File: src/rtl/mod_add_fast_eq_core_if.sv
// Operand/result handshake bundle for mod_add_fast_eq_core.
// Carries the optional sub select when MODADD_SUB_EN is defined.
interface mod_add_fast_eq_core_if #(
    parameter int DATA_WIDTH = 32
);
    logic                         start;
    logic signed [DATA_WIDTH-1:0] a;
    logic signed [DATA_WIDTH-1:0] b;
    logic signed [DATA_WIDTH-1:0] Q;
    logic signed [DATA_WIDTH-1:0] out;
    logic                         ready;
    logic                         done;
`ifdef MODADD_SUB_EN
    logic                         sub;
`endif

    modport master (
        output start,
        output a,
        output b,
        output Q,
`ifdef MODADD_SUB_EN
        output sub,
`endif
        input  out,
        input  ready,
        input  done
    );

    modport slave (
        input  start,
        input  a,
        input  b,
        input  Q,
`ifdef MODADD_SUB_EN
        input  sub,
`endif
        output out,
        output ready,
        output done
    );
endinterface

File: src/rtl/mod_add_fast_eq_core.sv
// Three-state modular adder: out = (a+b) mod Q via one conditional subtract.
// Define MODADD_SUB_EN to add a latched sub input selecting (a-b) mod Q.
module mod_add_fast_eq_core #(
    parameter int DATA_WIDTH = 32
) (
    input logic                   clk,
    input logic                   rst,
    mod_add_fast_eq_core_if.slave bus
);
    localparam int W = DATA_WIDTH;

    typedef enum logic [1:0] {
        IDLE,
        CALC,
        DONE
    } state_t;

    state_t state;
    state_t state_nxt;
    logic   load;

    logic signed [W-1:0] a_r;
    logic signed [W-1:0] b_r;
    logic signed [W-1:0] q_r;
    logic signed [W-1:0] out_r;
    logic signed [W-1:0] res;
    logic signed [W:0]   q_ext;
    logic signed [W:0]   sum;
`ifdef MODADD_SUB_EN
    logic                sub_r;
    logic signed [W:0]   diff;
`endif

    always_ff @(posedge clk or negedge rst) begin
        if (!rst) begin
            state <= IDLE;
        end else begin
            state <= state_nxt;
        end
    end

    always_comb begin
        state_nxt = state;
        load      = 1'b0;
        unique case (state)
            IDLE: begin
                if (bus.start) begin
                    load      = 1'b1;
                    state_nxt = CALC;
                end
            end
            CALC:    state_nxt = DONE;
            DONE:    state_nxt = IDLE;
            default: state_nxt = IDLE;
        endcase
    end

    // One widened magnitude compare; sum == Q lands on zero.
    always_comb begin
        q_ext = {q_r[W-1], q_r};
        sum   = {a_r[W-1], a_r} + {b_r[W-1], b_r};
        res   = (sum >= q_ext) ? W'(sum - q_ext) : W'(sum);
`ifdef MODADD_SUB_EN
        diff  = {a_r[W-1], a_r} - {b_r[W-1], b_r};
        if (sub_r) begin
            res = diff[W] ? W'(diff + q_ext) : W'(diff);
        end
`endif
    end

    always_ff @(posedge clk or negedge rst) begin
        if (!rst) begin
            a_r   <= '0;
            b_r   <= '0;
            q_r   <= '0;
            out_r <= '0;
`ifdef MODADD_SUB_EN
            sub_r <= 1'b0;
`endif
        end else begin
            if (load) begin
                a_r   <= bus.a;
                b_r   <= bus.b;
                q_r   <= bus.Q;
`ifdef MODADD_SUB_EN
                sub_r <= bus.sub;
`endif
            end
            if (state == CALC) begin
                out_r <= res;
            end
        end
    end

    assign bus.out   = out_r;
    assign bus.ready = (state == IDLE);
    assign bus.done  = (state == DONE);
endmodule

File: src/flat_wrapper.sv
// flat-port wrapper written by rule: the top's interface ports become plain ports
module mod_add_fast_eq_core_flat 
#(
    parameter int DATA_WIDTH = 32
)
  (clk, rst, bus_start, bus_a, bus_b, bus_Q, bus_out, bus_ready, bus_done);
  mod_add_fast_eq_core_if #(.DATA_WIDTH(DATA_WIDTH)) bus_i ();
  input logic clk;
  input logic rst;
  input wire logic [$bits(bus_i.start)-1:0] bus_start;
  input wire logic [$bits(bus_i.a)-1:0] bus_a;
  input wire logic [$bits(bus_i.b)-1:0] bus_b;
  input wire logic [$bits(bus_i.Q)-1:0] bus_Q;
  output wire logic [$bits(bus_i.out)-1:0] bus_out;
  output wire logic [$bits(bus_i.ready)-1:0] bus_ready;
  output wire logic [$bits(bus_i.done)-1:0] bus_done;
  assign bus_i.start = bus_start;
  assign bus_i.a = bus_a;
  assign bus_i.b = bus_b;
  assign bus_i.Q = bus_Q;
  assign bus_out = bus_i.out;
  assign bus_ready = bus_i.ready;
  assign bus_done = bus_i.done;
  mod_add_fast_eq_core #(.DATA_WIDTH(DATA_WIDTH)) u_core (.clk(clk), .rst(rst), .bus(bus_i));
endmodule
File: config.mk
export PLATFORM = sky130hd
export DESIGN_NAME = mod_add_fast_eq_core_flat
export DESIGN_NICKNAME = d
export VERILOG_FILES = /design/src/rtl/mod_add_fast_eq_core_if.sv /design/src/rtl/mod_add_fast_eq_core.sv /design/src/flat_wrapper.sv
export SDC_FILE = /design/constraint.sdc
export NUM_CORES = 1
export LEC_CHECK = 0
export BUFFER_PORTS_ARGS = -buffer_cell sky130_fd_sc_hd__buf_2
export CAP_MARGIN = 20
export CORE_MARGIN = 5
export CORE_UTILIZATION = 52
export CTS_CLUSTER_DIAMETER = 60
export DETAILED_ROUTE_END_ITERATION = 7
export GPL_TIMING_DRIVEN = 1
export PLACE_DENSITY_LB_ADDON = 0.25
export SLEW_MARGIN = 40
export SYNTH_ARGS = -nofsm -noshare
export SYNTH_HDL_FRONTEND = slang
export SYNTH_SLANG_ARGS = --single-unit
File: constraint.sdc
create_clock -name clk -period 4.75 [get_ports clk]
set_input_delay 1.1875 -clock clk [delete_from_list [all_inputs] [get_ports clk]]
set_output_delay 1.1875 -clock clk [all_outputs]
set_load 0.02 [all_outputs]
==> results.md, run 1 <==
- DRC errors left: 0
- Netlist cell types: 61
- TritonCTS Sinks: 130
- Yosys warning count: 0
- Initial antenna violation count: 0
- Final Cell Area: 11070 um^2
- Worst-path clk slew: 0.06 ns
- Sequential fraction of the synthesis area: 38.25%
- Hpwl dp: 16810 um
- DRT Pass-1 Iters: 5
- Critical path capture point type: flip-flop
- DR vias: 7532
- IO Pins: 133
- Unrepaired setup endpoints after global routing: yes
- Routed WL per cell: 16.75 um
- Largest net degree at the start of global routing: 71
- Status: complete, no violations
- Die area: 19010 um^2
- Row cnt: 46
- Post-synth EDFFs: 0
- Max Root-Sink Buffers: 2
- Worst endpoint required time: 5.06 ns
- Startpoint Class: flip-flop
- Total of max-cap violations: 0
- Top post-synthesis cells by area: dfrtp_1, ha_1, mux2_2
- CP arrival: 5.03 ns
- Final Hold Fails: 0
- Horiz. Die Dim: 137.9 um
- IO buf count: 132
- Global-route wire length before repair: 35620 um
- # hold bufs at CTS: 0
- Starting Density: 53.34%
- Syn nets: 1075
- Crit path max fanout: 4
- Synth-to-Final Area Change: 30.12%
- Diode count: 0
- CTS tree: done
- Setup TNS: 0 ns
- Layout cells sized above 1: 33.22%
- DIE HEIGHT: 137.9 um
- Syn Inst Count: 909
- Synth Register Bits: 130
- Leading cell type by number of instances after synthesis: dfrtp_1
- Top cell type's share of synthesized area: 38.25%
- Post-synth top flop: dfrtp_1
- Total core area: 15940 um^2
- ANT nets after route: 0
- Placer Congestion: 0.9531
- DRT iter0 DRCs: 571
- Commonest cells post-synth: dfrtp_1, nand2_1, o21ai_0, a21oi_1
- Worst clock skew: 0.01298 ns
- Fmax: 212.1 MHz
- Placed cell area: 9946 um^2
- Via density: 5.588
- Ys async rst share: 100.0%
- Total track usage: 23.85%
- Synth area leader: dfrtp_1
- Hold crit path type: reg -> reg
- Clock latency on the worst-skew pair: 0.44 ns
- Vias in the first global route: 7261
- H-tree depth: 4
- Util after Layout: 69.41%
- Final Cycle Share: 99.26%
- Mapped Area: 8504 um^2
- # nets final: 1285
- Total CTS buffers: 17
- Total gr overflow: 0
- Min Tclk post-route: 4.715 ns
- Slew HR: 61.78%
- Root Driver: clkbuf_16
- Endpoints failing setup: 0
- Syn_area_per_cell: 9.356 um^2
- WS Path Type: reg -> reg
- Slew Limit Fails: 0
- Drt total wl: 22580 um
- Actual slew at the worst max-slew pin: 0.5733 ns
-- stage by stage --
stage / hold slack, ns / setup slack [ns] / instances
6_report: 0.4768 / 0.03523 / 1348
3_3_place_gp: 0.4635 / -0.06439 / 1299
3_5_place_dp: 0.4707 / -0.2653 / 1300
5_1_grt: 0.5031 / -0.1388 / 1348
2_1_floorplan: 0.4849 / 0.01204 / 909
4_1_cts: 0.4853 / 0.03299 / 1337
-- placed cells by master (no fill, tap or decap), types with 5 or more instances in the layout --
cell | netlist | layout
buf_4 | 0 | 82
o21ai_0 | 83 | 72
buf_2 | 3 | 131
o21bai_1 | 12 | 11
xnor2_1 | 32 | 26
o21a_1 | 11 | 11
inv_1 | 60 | 60
xor2_1 | 20 | 20
clkbuf_16 | 0 | 18
buf_6 | 0 | 8
ha_1 | 65 | 59
bufinv_16 | 0 | 5
o211ai_1 | 7 | 7
dfrtp_1 | 130 | 130
a31oi_1 | 11 | 11
nand4_1 | 10 | 10
a21o_1 | 18 | 18
a211oi_1 | 6 | 6
mux2i_1 | 16 | 15
o21ai_1 | 2 | 13
a21oi_1 | 72 | 60
a211o_1 | 6 | 6
nor2b_1 | 7 | 7
mux2_2 | 65 | 65
nand3_1 | 16 | 16
nor2_1 | 50 | 48
xnor2_2 | 0 | 6
nand2_1 | 87 | 87
nand2b_1 | 6 | 5
a21oi_2 | 1 | 11
and3_1 | 9 | 9
nor3_1 | 11 | 8
-- registers in the layout, summed over array words and instances (netlist names) --
name and cells:
u_core.a_r 32, u_core.b_r 32, u_core.bus.out 32, u_core.q_r 32
u_core.state 2
-- kinds of logic after synthesis --
logic type	after synthesis	synth area share, %
AND/OR/NAND/NOR	216	11.65
adder cells (fa/ha/maj)	67	10.03
flip-flops	130	38.25
XOR/XNOR	52	5.355
buffers and inverters	96	4.281
multiplexers	81	10.49
AO/OA/AOI/OAI	267	19.94
-- worst paths after layout --
path | startpoint | end | slack (ns) | depth (start not counted)
max in group asynchronous | rst | u_core.bus.out[31]$_DFFE_PN0N_ | 3.26 | 2
max reg2reg | u_core.b_r[0]$_DFFE_PN0P_ | u_core.bus.out[27]$_DFFE_PN0N_ | 0.04 | 23
min in group asynchronous | rst | u_core.b_r[8]$_DFFE_PN0P_ | 0.73 | 1
min reg2reg | u_core.bus.out[18]$_DFFE_PN0N_ | u_core.bus.out[18]$_DFFE_PN0N_ | 0.48 | 2
min | u_core.bus.out[18]$_DFFE_PN0N_ | u_core.bus.out[18]$_DFFE_PN0N_ | 0.48 | 2
max | u_core.b_r[0]$_DFFE_PN0P_ | u_core.bus.out[27]$_DFFE_PN0N_ | 0.04 | 23
-- worst max-delay path: stages, from the launching register on --
cell and delay [ns]:
dfrtp_1 0.39, ha_2 0.21, fa_2 0.35, a21o_4 0.24, a221oi_4 0.30, buf_6 0.14, o21bai_4 0.05, a21oi_2 0.16
o21bai_1 0.10, and2_4 0.18, o41ai_4 0.32, xnor2_2 0.19, ha_4 0.27, buf_6 0.12, nand2_1 0.07, o2111a_1 0.20
a21o_1 0.20, o2111ai_4 0.17, buf_6 0.17, buf_4 0.12, a21o_1 0.19, a21oi_2 0.14, xor2_1 0.22, o21ai_1 0.09
-- routing by layer --
metal	track usage [%]	vias to the layer above	wire length, um
met1	32.64	3543	10220
met5	0	-	0
met2	37.64	269	10460
met3	4.608	43	1358
li1	-	3677	-
met4	9.221	0	541
-- repair_timing --
action	CTS	global route
buffers inserted	4	10
gates cloned	1	1
endpoints found under the setup margin	32	32
pin swaps	5	34
gates resized for setup	12	59
-- final cells by class --
class	instances	area (um^2)
Multi-Input combinational cell	684	5206
Fill cell	1258	4877
Sequential cell	130	3253
Timing Repair Buffer	226	1466
Clock buffer	22	464.2
Tap cell	216	270.3
Inverter	60	225.2
Clock inverter	10	180.2
Power of run 1 is left out: the tool's default activity adds up to more than one toggle a clock period on the data nets, which glitch-free logic cannot reach.
==> inputs of run 2 (changes only) <==
==> constraint.sdc (replaced) <==
create_clock -name clk -period 4.75 [get_ports clk]
set_input_delay 0.95 -clock clk [delete_from_list [all_inputs] [get_ports clk]]
set_output_delay 0.95 -clock clk [all_outputs]
set_load 0.02 [all_outputs]
==> run 2 against run 1 <==
Worst setup slack gained 0.010 ns. Die area is the same. Sequential cell count is the same. Critical path depth shrank 2. Non-clock buffer count grew 1. Critical endpoint is now u_core.bus.out[29]$_DFFE_PN0N_. Highest routed layer unchanged.
==> results.md, run 2 (synthesized netlist as in run 1, its figures left out) <==
- CP arrival: 5.00 ns
- Fmax: 212.6 MHz
- Initial antenna violation count: 0
- Total gr overflow: 0
- # nets final: 1285
- DR vias: 7517
- ANT nets after route: 0
- IO buf count: 132
- Diode count: 0
- Max incr delay on CP: 0.43 ns
- Row cnt: 46
- Global-route wire length before repair: 35850 um
- Worst endpoint required time: 5.04 ns
- Crit path top cell by count: buf_6
- DRT iter0 DRCs: 507
- Total CTS buffers: 17
- Drt total wl: 22980 um
- Hold crit path type: reg -> reg
- Commonest non-fill, non-tap cell in the layout: buf_2
- Final Hold Fails: 0
- Hpwl dp: 16910 um
- Unrepaired setup endpoints after global routing: yes
- Synth-to-Final Area Change: 30.00%
- Placed cell area: 9952 um^2
- Critical path capture point type: flip-flop
- Worst clock skew: 0.01816 ns
- Final Cell Area: 11060 um^2
- Actual slew at the worst max-slew pin: 0.6697 ns
- H-tree depth: 4
- Total core area: 15940 um^2
- Vias in the first global route: 7246
- Starting Density: 53.34%
- Crit-path slowest cell: dfrtp_1
- Endpoints failing setup: 0
- Root Driver: clkbuf_16
- Placer Congestion: 0.9519
- Layout cells sized above 1: 33.57%
- Status: complete, no violations
- Slew Limit Fails: 0
- # hold bufs at CTS: 0
- Clock latency on the worst-skew pair: 0.44 ns
- DIE HEIGHT: 137.9 um
- Largest net degree at the start of global routing: 72
- Commonest cells after routing, fill and taps aside: buf_2, dfrtp_1, nand2_1, buf_4, o21ai_0
- Die area: 19010 um^2
- DRC errors left: 0
- TritonCTS Sinks: 130
- Crit path max fanout: 6
- Max Root-Sink Buffers: 2
- Routed WL per cell: 17.05 um
- IO Pins: 133
- Via density: 5.576
- WS Path Type: reg -> reg
- Min Tclk post-route: 4.705 ns
- Total track usage: 24.18%
- Cell breakdown of the critical path: buf_4 -> fa_2 -> a21o_4 -> a221oi_4 -> o21bai_1 -> a21oi_2 -> o21bai_2 -> and2_4 -> o41ai_4 -> xnor2_2 -> ha_4 -> buf_6 -> a21oi_4 -> o2111a_1 -> a21o_1 -> o2111ai_2 -> a21oi_4 -> buf_6 -> buf_6 -> mux2i_1 -> o21ai_1
- Fillers: 1251
- Horiz. Die Dim: 137.9 um
- Total of max-cap violations: 0
- Startpoint Class: flip-flop
- DRT Pass-1 Iters: 6
- Worst-path clk slew: 0.06 ns
- Final Cycle Share: 99.04%
- CTS tree: done
- Slew HR: 55.35%
[run 2: cell types whose count changed in the layout (fill, tap and decap cells not counted), sizes merged]
| cell | previous run | this run |
|---|---|---|
| a21oi | 75 | 74 |
| clkinv | 3 | 2 |
| buf | 225 | 227 |
[run 2: cell type report]
cell class	instances	area (um^2)	area share (%)
multi-input cells	683	5210	47.13
flip-flops and latches	130	3253	29.43
repair buffers	227	1434	12.97
clock buffers	23	488.0	4.414
well taps	216	270.3	2.445
inverters	60	225.2	2.037
clock inverters	9	175.2	1.584
[run 2: per-stage QoR]
stage                     setup TNS (ns)  setup WS, ns  hold WS [ns]  cells  utilization (%)
after floorplan                        0       0.01204        0.4849    909                -
after global placement            -3.393       -0.1828        0.4596   1301            62.27
after detailed placement          -7.622       -0.3156        0.4660   1302            62.42
after CTS                              0       0.01686        0.4787   1339            67.42
after global routing              -2.944       -0.1702        0.4924   1348            69.35
final                                  0       0.04541        0.4733   1348            69.35
[run 2: final timing paths]
kind                                           startpoint                        endpoint  slack, ns  depth (start not counted)
setup reg to reg                u_core.b_r[1]$_DFFE_PN0P_  u_core.bus.out[29]$_DFFE_PN0N_       0.05                         21
hold reg to reg            u_core.bus.out[22]$_DFFE_PN0N_  u_core.bus.out[22]$_DFFE_PN0N_       0.47                          2
hold / removal             u_core.bus.out[22]$_DFFE_PN0N_  u_core.bus.out[22]$_DFFE_PN0N_       0.47                          2
setup / recovery                u_core.b_r[1]$_DFFE_PN0P_  u_core.bus.out[29]$_DFFE_PN0N_       0.05                         21
min in group asynchronous                             rst       u_core.b_r[8]$_DFFE_PN0P_       0.54                          1
max in group asynchronous                             rst      u_core.b_r[16]$_DFFE_PN0P_       3.33                          2
[run 2: what timing repair did]
action                                  4_1_cts  5_1_grt
gates cloned                                  0        0
resized for setup                            16       62
endpoints found under the setup margin       32       32
setup buffers                                 5       10
pin swaps                                     8       39
[run 2: routing by layer]
metal / track usage (%) / vias up / routed length, um
met3: 4.608 / 33 / 1353
met2: 38.91 / 222 / 10930
met5: 0 / - / 0
li1: - / 3676 / -
met1: 33.66 / 3586 / 10340
met4: 6.531 / 0 / 363
[run 2: worst max-delay path: cells and delay by family, from the launching register on]
family                   cells  cell delay (ns)
adder cells (fa/ha/maj)      2             0.64
multiplexers                 1             0.22
buffers and inverters        4             0.55
XOR/XNOR                     1             0.23
AO/OA/AOI/OAI               12             2.30
flip-flops                   1             0.43
AND/OR/NAND/NOR              1             0.17
Power of run 2 is left out for the same reason.
==> inputs of run 3 (changes only) <==
--- a/config.mk
+++ b/config.mk
@@ -12,7 +12,7 @@
 export CTS_CLUSTER_DIAMETER = 60
 export DETAILED_ROUTE_END_ITERATION = 7
 export GPL_TIMING_DRIVEN = 1
-export PLACE_DENSITY_LB_ADDON = 0.25
+export PLACE_DENSITY = 0.76
 export SLEW_MARGIN = 40
 export SYNTH_ARGS = -nofsm -noshare
 export SYNTH_HDL_FRONTEND = slang
==> run 3 against run 2 <==
Sequential share of layout area down 0.66 points. Register-to-register slack better by 0.09 ns. Clock-buffer cell count unchanged. First-iteration DRC count rose by 29%.
==> results.md, run 3 (synthesized netlist as in run 1, its figures left out) <==
- Fmax: 216.9 MHz
- Cell breakdown of the critical path: ha_4 -> a211o_1 -> a2111o_1 -> a21oi_4 -> buf_6 -> a31o_4 -> a21o_4 -> nand2_2 -> xnor2_2 -> buf_4 -> ha_1 -> buf_4 -> nand4_1 -> nor3_4 -> a41oi_2 -> a21oi_2 -> buf_4 -> a21oi_4 -> buf_12 -> a211o_1 -> a31oi_1
- Min Tclk post-route: 4.610 ns
- Row cnt: 46
- Diode count: 0
- Drt total wl: 24060 um
- Critical R2R Launch: u_core.b_r[1]$_DFFE_PN0P_
- Max Root-Sink Buffers: 2
- Die area: 19010 um^2
- Total gr overflow: 0
- Worst-path clk slew: 0.06 ns
- CTS tree: done
- Unrepaired setup endpoints after global routing: yes
- Root Driver: clkbuf_16
- Critical path capture point type: flip-flop
- Total core area: 15940 um^2
- Total track usage: 25.54%
- Initial antenna violation count: 0
- DRT iter0 DRCs: 652
- Vias in the first global route: 7748
- Clock latency on the worst-skew pair: 0.43 ns
- Routed WL per cell: 17.57 um
- Startpoint Class: flip-flop
- Endpoints failing setup: 0
- DRT Pass-1 Iters: 5
- H-tree depth: 4
- R2R cell count: 21
- Crit path max fanout: 14
- Slew Limit Fails: 0
- Multi-input logic area: 5293 um^2
- CP arrival: 4.96 ns
- Synth-to-Final Area Change: 33.04%
- Hold Crit Depth: 2
- FF/Latch Area: 3254 um^2
- # nets final: 1306
- Fillers: 1191
- IO Pins: 133
- DR vias: 7736
- Launch point of the worst hold path: u_core.bus.out[10]$_DFFE_PN0N_
- Slew HR: 59.09%
- DRC errors left: 0
- Max incr delay on CP: 0.46 ns
- Commonest cells after routing, fill and taps aside: buf_2, dfrtp_1, buf_4, nand2_1, o21ai_0
- Via density: 5.651
- Placer Congestion: 0.9701
- Global-route wire length before repair: 37890 um
- IO buf count: 132
- Commonest non-fill, non-tap cell in the layout: buf_2
- Starting Density: 53.34%
- Horiz. Die Dim: 137.9 um
- Total CTS buffers: 17
- Largest net degree at the start of global routing: 68
- Worst setup path startpoint: u_core.b_r[1]$_DFFE_PN0P_
- Setup TNS: 0 ns
- Total of max-cap violations: 0
- Final Hold Fails: 0
- Crit-path slowest cell: dfrtp_2
- WS Path Type: reg -> reg
- Layout cells sized above 1: 36.08%
- Worst clock skew: 0.01251 ns
- Hold crit path type: reg -> reg
- Worst endpoint required time: 5.10 ns
- TritonCTS Sinks: 130
- Status: complete, no violations
- Hpwl dp: 17250 um
- Crit path top cell by count: buf_4
- Final Cycle Share: 97.05%
- Actual slew at the worst max-slew pin: 0.6137 ns
- DIE HEIGHT: 137.9 um
- ANT nets after route: 0
run 3: routing by layer:
layer  routed length, um  up-vias  GRT usage, %
met5                   0        -             0
met4                 629        0         9.166
met3                1375       48         4.826
met2               11640      256         41.78
met1               10420     3714         34.01
li1                    -     3718             -
run 3: layout make-up:
cell class / count / share of cell area (%)
sequential: 130 / 28.76
timing repair buffer: 247 / 14.72
clock buffer: 23 / 4.224
inverter: 60 / 1.990
clock inverter: 9 / 1.139
tap: 216 / 2.389
multi-input combinational: 684 / 46.78
run 3: critical path: cells and delay by family (launching register included):
kind	cells	cell delay, ns
XOR/XNOR	1	0.18
adder cells (fa/ha/maj)	2	0.54
flip-flops	1	0.46
AO/OA/AOI/OAI	10	2.11
buffers and inverters	5	0.73
AND/OR/NAND/NOR	3	0.51
run 3: path summary, 6_finish.rpt:
check                      slack [ns]                             end
max                              0.14   u_core.bus.out[3]$_DFFE_PN0N_
min                              0.48  u_core.bus.out[10]$_DFFE_PN0N_
max reg2reg                      0.14   u_core.bus.out[3]$_DFFE_PN0N_
min reg2reg                      0.48  u_core.bus.out[10]$_DFFE_PN0N_
max in group asynchronous        3.45       u_core.b_r[1]$_DFFE_PN0P_
min in group asynchronous        0.50      u_core.q_r[11]$_DFFE_PN0P_
run 3: repair_timing:
action,CTS,global route
pin swaps,10,31
setup buffers,13,11
hold buffers,0,0
resized for setup,23,65
cloned,3,0
setup endpoints to repair,32,32
run 3: through the flow:
stage               setup slack, ns  area, um^2  util [%]  instances  hold WS (ns)
detailed placement          -0.2932       10030     62.93       1310        0.4712
global placement            -0.1869       10010     62.81       1309        0.4633
global route                -0.1330       11310     70.97       1369        0.5029
floorplan                   0.01204        8504         -        909        0.4849
CTS                         0.01137       10960     68.72       1358        0.4847
finish                       0.1403       11310     70.97       1369        0.4803
Power of run 3 is left out for the same reason.
